===== src/rtl/ex_issue_pkg.sv =====
// Shared definitions for the decode-and-issue stage: ALU op codes, RV32I opcodes
// and the registered issue bundle handed to the ALU and later stages.
package ex_issue_pkg;

    localparam logic [3:0] ALU_ADD  = 4'd0;
    localparam logic [3:0] ALU_SUB  = 4'd1;
    localparam logic [3:0] ALU_SLL  = 4'd2;
    localparam logic [3:0] ALU_SLT  = 4'd3;
    localparam logic [3:0] ALU_SLTU = 4'd4;
    localparam logic [3:0] ALU_XOR  = 4'd5;
    localparam logic [3:0] ALU_SRL  = 4'd6;
    localparam logic [3:0] ALU_SRA  = 4'd7;
    localparam logic [3:0] ALU_OR   = 4'd8;
    localparam logic [3:0] ALU_AND  = 4'd9;

    localparam logic [6:0] OPC_OP     = 7'b0110011;
    localparam logic [6:0] OPC_OP_IMM = 7'b0010011;
    localparam logic [6:0] OPC_LOAD   = 7'b0000011;
    localparam logic [6:0] OPC_STORE  = 7'b0100011;
    localparam logic [6:0] OPC_BRANCH = 7'b1100011;
    localparam logic [6:0] OPC_LUI    = 7'b0110111;
    localparam logic [6:0] OPC_AUIPC  = 7'b0010111;
    localparam logic [6:0] OPC_JAL    = 7'b1101111;
    localparam logic [6:0] OPC_JALR   = 7'b1100111;

    typedef struct packed {
        logic [3:0]  ctl;
        logic [31:0] src1;
        logic [31:0] src2;
        logic [31:0] rs2_data;
        logic [31:0] imm;
        logic [31:0] pc;
        logic [4:0]  rd;
        logic [2:0]  funct3;
        logic        reg_write;
        logic        mem_read;
        logic        mem_write;
        logic        branch;
        logic        jump;
        logic        illegal;
    } issue_bundle_t;

    // Register/immediate ALU op from funct3; alt is funct7[5] where it matters.
    function automatic logic [3:0] alu_op_of(input logic [2:0] f3, input logic alt);
        logic [3:0] op;
        case (f3)
            3'd0:    op = alt ? ALU_SUB : ALU_ADD;
            3'd1:    op = ALU_SLL;
            3'd2:    op = ALU_SLT;
            3'd3:    op = ALU_SLTU;
            3'd4:    op = ALU_XOR;
            3'd5:    op = alt ? ALU_SRA : ALU_SRL;
            3'd6:    op = ALU_OR;
            default: op = ALU_AND;
        endcase
        return op;
    endfunction

endpackage


===== src/rtl/ex_issue_stage_decode.sv =====
// Combinational RV32I decode into the issue bundle.
// EX_ISSUE_ILLEGAL_EN adds illegal-encoding detection that squashes all side effects.
module ex_issue_decode
    import ex_issue_pkg::*;
(
    input  logic [31:0]   instr,
    input  logic [31:0]   pc,
    input  logic [31:0]   rs1_data,
    input  logic [31:0]   rs2_data,
    output issue_bundle_t bundle
);

    logic [6:0]  opcode;
    logic [2:0]  f3;
    logic [6:0]  f7;
    logic [31:0] i_imm;
    logic [31:0] s_imm;
    logic [31:0] b_imm;
    logic [31:0] u_imm;
    logic [31:0] j_imm;
    issue_bundle_t raw;

    assign opcode = instr[6:0];
    assign f3     = instr[14:12];
    assign f7     = instr[31:25];
    assign i_imm  = {{20{instr[31]}}, instr[31:20]};
    assign s_imm  = {{20{instr[31]}}, instr[31:25], instr[11:7]};
    assign b_imm  = {{19{instr[31]}}, instr[31], instr[7], instr[30:25], instr[11:8], 1'b0};
    assign u_imm  = {instr[31:12], 12'b0};
    assign j_imm  = {{11{instr[31]}}, instr[31], instr[19:12], instr[20], instr[30:21], 1'b0};

    always_comb begin
        raw        = '0;
        raw.pc     = pc;
        raw.funct3 = f3;
        case (opcode)
            OPC_OP: begin
                raw.ctl       = alu_op_of(f3, instr[30]);
                raw.src1      = rs1_data;
                raw.src2      = rs2_data;
                raw.rd        = instr[11:7];
                raw.reg_write = 1'b1;
            end
            OPC_OP_IMM: begin
                // Only SRAI uses instr[30]; for ADDI it is an immediate bit.
                raw.ctl       = alu_op_of(f3, (f3 == 3'd5) && instr[30]);
                raw.src1      = rs1_data;
                raw.src2      = (f3 == 3'd1 || f3 == 3'd5) ? {27'b0, instr[24:20]} : i_imm;
                raw.imm       = i_imm;
                raw.rd        = instr[11:7];
                raw.reg_write = 1'b1;
            end
            OPC_LOAD: begin
                raw.ctl       = ALU_ADD;
                raw.src1      = rs1_data;
                raw.src2      = i_imm;
                raw.imm       = i_imm;
                raw.rd        = instr[11:7];
                raw.reg_write = 1'b1;
                raw.mem_read  = 1'b1;
            end
            OPC_STORE: begin
                raw.ctl       = ALU_ADD;
                raw.src1      = rs1_data;
                raw.src2      = s_imm;
                raw.imm       = s_imm;
                raw.rs2_data  = rs2_data;
                raw.mem_write = 1'b1;
            end
            OPC_BRANCH: begin
                case (f3[2:1])
                    2'b00:   raw.ctl = ALU_SUB;
                    2'b10:   raw.ctl = ALU_SLT;
                    2'b11:   raw.ctl = ALU_SLTU;
                    default: raw.ctl = ALU_ADD;
                endcase
                raw.src1   = rs1_data;
                raw.src2   = rs2_data;
                raw.imm    = b_imm;
                raw.branch = 1'b1;
            end
            OPC_LUI: begin
                raw.ctl       = ALU_ADD;
                raw.src2      = u_imm;
                raw.imm       = u_imm;
                raw.rd        = instr[11:7];
                raw.reg_write = 1'b1;
            end
            OPC_AUIPC: begin
                raw.ctl       = ALU_ADD;
                raw.src1      = pc;
                raw.src2      = u_imm;
                raw.imm       = u_imm;
                raw.rd        = instr[11:7];
                raw.reg_write = 1'b1;
            end
            OPC_JAL, OPC_JALR: begin
                // The ALU produces the link value; the target uses imm.
                raw.ctl       = ALU_ADD;
                raw.src1      = pc;
                raw.src2      = 32'd4;
                raw.imm       = (opcode == OPC_JAL) ? j_imm : i_imm;
                raw.rd        = instr[11:7];
                raw.reg_write = 1'b1;
                raw.jump      = 1'b1;
            end
            default: ;
        endcase
        if (raw.rd == 5'd0) begin
            raw.reg_write = 1'b0;
        end
    end

`ifdef EX_ISSUE_ILLEGAL_EN
    logic illegal;

    always_comb begin
        illegal = 1'b0;
        case (opcode)
            OPC_OP:     illegal = !((f7 == 7'h00) || (f7 == 7'h20 && (f3 == 3'd0 || f3 == 3'd5)));
            OPC_OP_IMM: begin
                if (f3 == 3'd1) begin
                    illegal = (f7 != 7'h00);
                end else if (f3 == 3'd5) begin
                    illegal = !((f7 == 7'h00) || (f7 == 7'h20));
                end
            end
            OPC_LOAD:   illegal = (f3 == 3'd3) || (f3 == 3'd6) || (f3 == 3'd7);
            OPC_STORE:  illegal = (f3 > 3'd2);
            OPC_BRANCH: illegal = (f3 == 3'd2) || (f3 == 3'd3);
            OPC_LUI, OPC_AUIPC, OPC_JAL, OPC_JALR: illegal = 1'b0;
            default:    illegal = 1'b1;
        endcase
    end

    always_comb begin
        bundle = raw;
        if (illegal) begin
            bundle.illegal   = 1'b1;
            bundle.reg_write = 1'b0;
            bundle.mem_read  = 1'b0;
            bundle.mem_write = 1'b0;
            bundle.branch    = 1'b0;
            bundle.jump      = 1'b0;
        end
    end
`else
    assign bundle = raw;
`endif

endmodule


===== src/rtl/ex_issue_stage.sv =====
// Decode-and-issue pipeline register in front of the ALU with valid/ready, stall and flush.
// Optional EX_ISSUE_ILLEGAL_EN enables illegal-instruction detection in the decoder.
module ex_issue_stage
    import ex_issue_pkg::*;
#(
    parameter int XLEN = 32
) (
    input  logic            clk,
    input  logic            rst,
    input  logic            flush,
    input  logic            in_valid,
    output logic            in_ready,
    input  logic [31:0]     in_instr,
    input  logic [XLEN-1:0] in_pc,
    input  logic [XLEN-1:0] in_rs1_data,
    input  logic [XLEN-1:0] in_rs2_data,
    output logic            out_valid,
    input  logic            out_ready,
    output logic [3:0]      out_ctl,
    output logic [XLEN-1:0] out_src1,
    output logic [XLEN-1:0] out_src2,
    output logic [XLEN-1:0] out_rs2_data,
    output logic [XLEN-1:0] out_imm,
    output logic [XLEN-1:0] out_pc,
    output logic [4:0]      out_rd,
    output logic [2:0]      out_funct3,
    output logic            out_reg_write,
    output logic            out_mem_read,
    output logic            out_mem_write,
    output logic            out_branch,
    output logic            out_jump,
    output logic            out_illegal
);

    issue_bundle_t dec_bundle;
    issue_bundle_t bundle_reg;
    logic          valid_reg;
    logic          accept;

    ex_issue_decode u_decode (
        .instr    (in_instr),
        .pc       (in_pc),
        .rs1_data (in_rs1_data),
        .rs2_data (in_rs2_data),
        .bundle   (dec_bundle)
    );

    assign in_ready = !valid_reg || out_ready;
    assign accept   = in_valid && in_ready && !flush;

    always_ff @(posedge clk) begin
        if (rst) begin
            valid_reg  <= 1'b0;
            bundle_reg <= '0;
        end else begin
            if (flush) begin
                valid_reg <= 1'b0;
            end else if (accept) begin
                valid_reg <= 1'b1;
            end else if (out_ready) begin
                valid_reg <= 1'b0;
            end
            if (accept) begin
                bundle_reg <= dec_bundle;
            end
        end
    end

    assign out_valid     = valid_reg;
    assign out_ctl       = bundle_reg.ctl;
    assign out_src1      = bundle_reg.src1;
    assign out_src2      = bundle_reg.src2;
    assign out_rs2_data  = bundle_reg.rs2_data;
    assign out_imm       = bundle_reg.imm;
    assign out_pc        = bundle_reg.pc;
    assign out_rd        = bundle_reg.rd;
    assign out_funct3    = bundle_reg.funct3;
    assign out_reg_write = bundle_reg.reg_write;
    assign out_mem_read  = bundle_reg.mem_read;
    assign out_mem_write = bundle_reg.mem_write;
    assign out_branch    = bundle_reg.branch;
    assign out_jump      = bundle_reg.jump;
    assign out_illegal   = bundle_reg.illegal;

endmodule

===== config.mk =====
export PLATFORM = sky130hd
export DESIGN_NAME = ex_issue_stage
export DESIGN_NICKNAME = d
export VERILOG_FILES = /design/src/rtl/ex_issue_pkg.sv /design/src/rtl/ex_issue_stage_decode.sv /design/src/rtl/ex_issue_stage.sv
export SDC_FILE = /design/constraint.sdc
export NUM_CORES = 1
export LEC_CHECK = 0
export ABC_AREA = 1
export CORE_UTILIZATION = 35
export CTS_CLUSTER_SIZE = 30
export DETAILED_ROUTE_END_ITERATION = 7
export GPL_TIMING_DRIVEN = 0
export HOLD_SLACK_MARGIN = 0.02
export PLACE_DENSITY = 0.64
export RECOVER_POWER = 25
export SYNTH_ARGS = -nofsm -noshare
export SYNTH_HDL_FRONTEND = slang
export SYNTH_HIERARCHICAL = 1
export SYNTH_SLANG_ARGS = --single-unit

===== constraint.sdc =====
create_clock -name clk -period 2.65 [get_ports clk]
set_clock_uncertainty 0.1 [all_clocks]
set_input_delay 0.53 -clock clk [delete_from_list [all_inputs] [get_ports clk]]
set_output_delay 0.53 -clock clk [all_outputs]
set_load 0.01 [all_outputs]

==> results.sh <==
export IMPL_status="completed"
export IMPL_start_util_pct=35.6
export IMPL_p_int_uw=4830
export IMPL_synth_seq_area_share_pct=35.0
export IMPL_grt_pass1_wl_um=58400
export IMPL_antenna_found_initial=0
export IMPL_power_density_nw_per_um2=480
export IMPL_yosysMostFrequentCell="nand2_1"
export IMPL_h_tree_depth=4
export IMPL_cts_buffers=17
export IMPL_chipHeight_um=173
export IMPL_post_cts_buffers=0
export IMPL_grt_pass1_vias=10500
export IMPL_grt_max_degree=25
export IMPL_netSwitchingPower_uw=2080
export IMPL_vias=11300
export IMPL_hold_path_class="reg -> reg"
export IMPL_dp_cells=2361
export IMPL_hpwl_um=29800
export IMPL_wl_per_cell_um=15.8
export IMPL_fin_cells=2391
export IMPL_final_hold_viol_count=0
export IMPL_drive_above_1_share_pct=9.42
export IMPL_gp_congestion=0.939
export IMPL_syn_inst=1665
export IMPL_yosys_area_top_type="dfxtp_1"
export IMPL_grt_use_total_pct=25.0
export IMPL_p_sw_share_pct=30.2
export IMPL_ir_drop_uv=400
export IMPL_clkLatencyLatePin_ns=0.44
export IMPL_hold_path_depth=2
export IMPL_tns_ns=0
export IMPL_cp_required_ns=2.02
export IMPL_drv_cap=0
export IMPL_yosys_top_cells_count="nand2_1 (354), nor2_1 (256), inv_1 (250)"
export IMPL_final_nets=2127
export IMPL_routed_wl_um=37700
export IMPL_netlist_area_um2=10200
export IMPL_ys_ff_latch=179
export IMPL_row_count=62
export IMPL_maxSlewViolCount=0
export IMPL_n_antenna_cell=0
export IMPL_fin_ws_ns=0.0848
export IMPL_overflow=0
export IMPL_tightest_slew_ns=0.687
export IMPL_synthFlopType="dfxtp_1"
export IMPL_seqPwrFrac_pct=42.8
export IMPL_total_power_uw=6910
export IMPL_synthArstFlopShare_pct=0
export IMPL_syn_mean_instance_area_um2=6.15
export IMPL_crit_type="in -> out"
export IMPL_synth_top_area_share_pct=35.0
export IMPL_area_growth_pct=40.6
export IMPL_ctsRootBufferMaster="clkbuf_16"
export IMPL_cts_buffer_depth=2
export IMPL_clk_pin_slew_ns=0.07
export IMPL_period_share_pct=96.8
export IMPL_clock_sinks=179
export IMPL_io_pins=313
export IMPL_vias_per_cell=4.74
export IMPL_arrival_ns=1.94
export IMPL_p_comb_share_pct=20.9
export IMPL_fmax_mhz=390
export IMPL_yosysWarnings=6
export IMPL_portBuffers=312
export IMPL_grt_setup_unrepaired="false"
export IMPL_first_pass_iters=7
export IMPL_first_iter_violations=854
export IMPL_synth_cell_type_count=27
export IMPL_power_frac_clock_pct=36.4
export IMPL_synth_area_top_cells="dfxtp_1 (35%), nand2_1 (13%), nand3_1 (11%)"
export IMPL_cts_tree="yes"
export IMPL_die_w_um=173
export IMPL_setup_worst_path_end_class="output port"
export IMPL_coreArea_um2=28800
export IMPL_dp_slack_ns=-0.310
export IMPL_drc_errors=0
export IMPL_reg2regPathDepth=6
export IMPL_synth_enable_flop_cells=0
export IMPL_finalSetupViolations=0
export IMPL_fillers=2932
export IMPL_start_kind="input pin"
export IMPL_critPathMaxFanout=24
export IMPL_dieArea_um2=30000
export IMPL_max_slew_margin_rel_pct=54.2
export IMPL_p_leak_uw=0.00675
export IMPL_drt_antenna_violating_nets=0
export IMPL_syn_nets=1798
export IMPL_fin_crit_ns=2.57
==> metal layers <==
metal	GRT usage [%]	up-vias	wire length, um
li1	-	5780	-
met1	33.1	5128	17300
met2	40.0	366	16900
met3	4.09	67	2100
met4	10.7	0	1430
met5	0	-	0
==> critical path: stages <==
cell	delay, ns
clkdlybuf4s50_1	0.45
inv_1	0.08
nand2_4	0.25
clkdlybuf4s50_1	0.60
==> through the flow <==
step / instance area (um2) / utilization [%] / hold slack, ns
floorplan: 10200 / - / 0.418
global placement: 13900 / 48.1 / 0.360
detailed placement: 13900 / 48.1 / 0.366
CTS: 14400 / 50.1 / 0.384
global route: 14400 / 50.1 / 0.403
finish: 14400 / 50.1 / 0.377
==> timing repair <==
action,in CTS,in global routing
setup endpoints to repair,1,0
resized for setup,1,0
hold buffers,0,0
hold endpoints to repair,0,0
==> cells by family (layout without fill, tap and decap cells) <==
family                 after synthesis  after routing  share of synthesized area [%]
and+or+nand+nor                    869            869                           35.7
buffers and inverters              409            751                           19.0
AOI/OAI and AO/OA                  207            207                           10.3
DFF                                179            179                           35.0
other                                1              1                         0.0366
==> layout by cell type (no fill, tap or decap), drive strengths merged <==
master / count
nand3: 228
a21oi: 201
conb: 1
nand4: 4
dlygate4sd3: 77
o21ai: 4
nand2: 362
clkinv: 4
o211ai: 1
clkbuf: 25
inv: 262
nor3: 3
o31ai: 1
nor2: 260
buf: 144
clkinvlp: 4
clkdlybuf4s50: 235
nand3b: 12
dfxtp: 179
==> final cells by class <==
| type | instances | area, um2 | share of cell area, % |
|---|---|---|---|
| multi-input combinational | 1077 | 4720 | 32.8 |
| sequential | 179 | 3580 | 24.9 |
| timing repair buffer | 312 | 3120 | 21.7 |
| buffer | 152 | 975 | 6.77 |
| inverter | 255 | 957 | 6.64 |
| tap | 384 | 480 | 3.34 |
| clock buffer | 17 | 425 | 2.95 |
| clock inverter | 15 | 143 | 0.990 |
==> registers in the layout (all words and copies together), names as in the netlist <==
signal	count
out_jump	1
out_funct3	3
out_rd	5
out_branch	1
out_valid	1
out_src1	32
out_imm	32
out_pc	32
out_src2	32
out_ctl	4
out_mem_read	1
out_reg_write	1
out_illegal	1
out_mem_write	1
out_rs2_data	32
==> power groups by stage <==
stage / logic (uW) / clock network (uW) / registers (uW)
finish: 1440 / 2510 / 2960
global route: 1580 / 2670 / 2980
CTS: 1470 / 2560 / 2960
detailed placement: 1470 / 0 / 3020
global placement: 1460 / 0 / 3020
floorplan: 636 / 0 / 3080
==> final timing paths <==
path	start	endpoint	slack, ns
max	out_ready	in_ready	0.08
min	out_imm[30]$_SDFFE_PP0P_	out_imm[30]$_SDFFE_PP0P_	0.38
max reg2reg	out_valid$_SDFFE_PP0P_	out_imm[9]$_SDFFE_PP0P_	0.84
min reg2reg	out_imm[30]$_SDFFE_PP0P_	out_imm[30]$_SDFFE_PP0P_	0.38
Power figures use the tool's default switching activity.
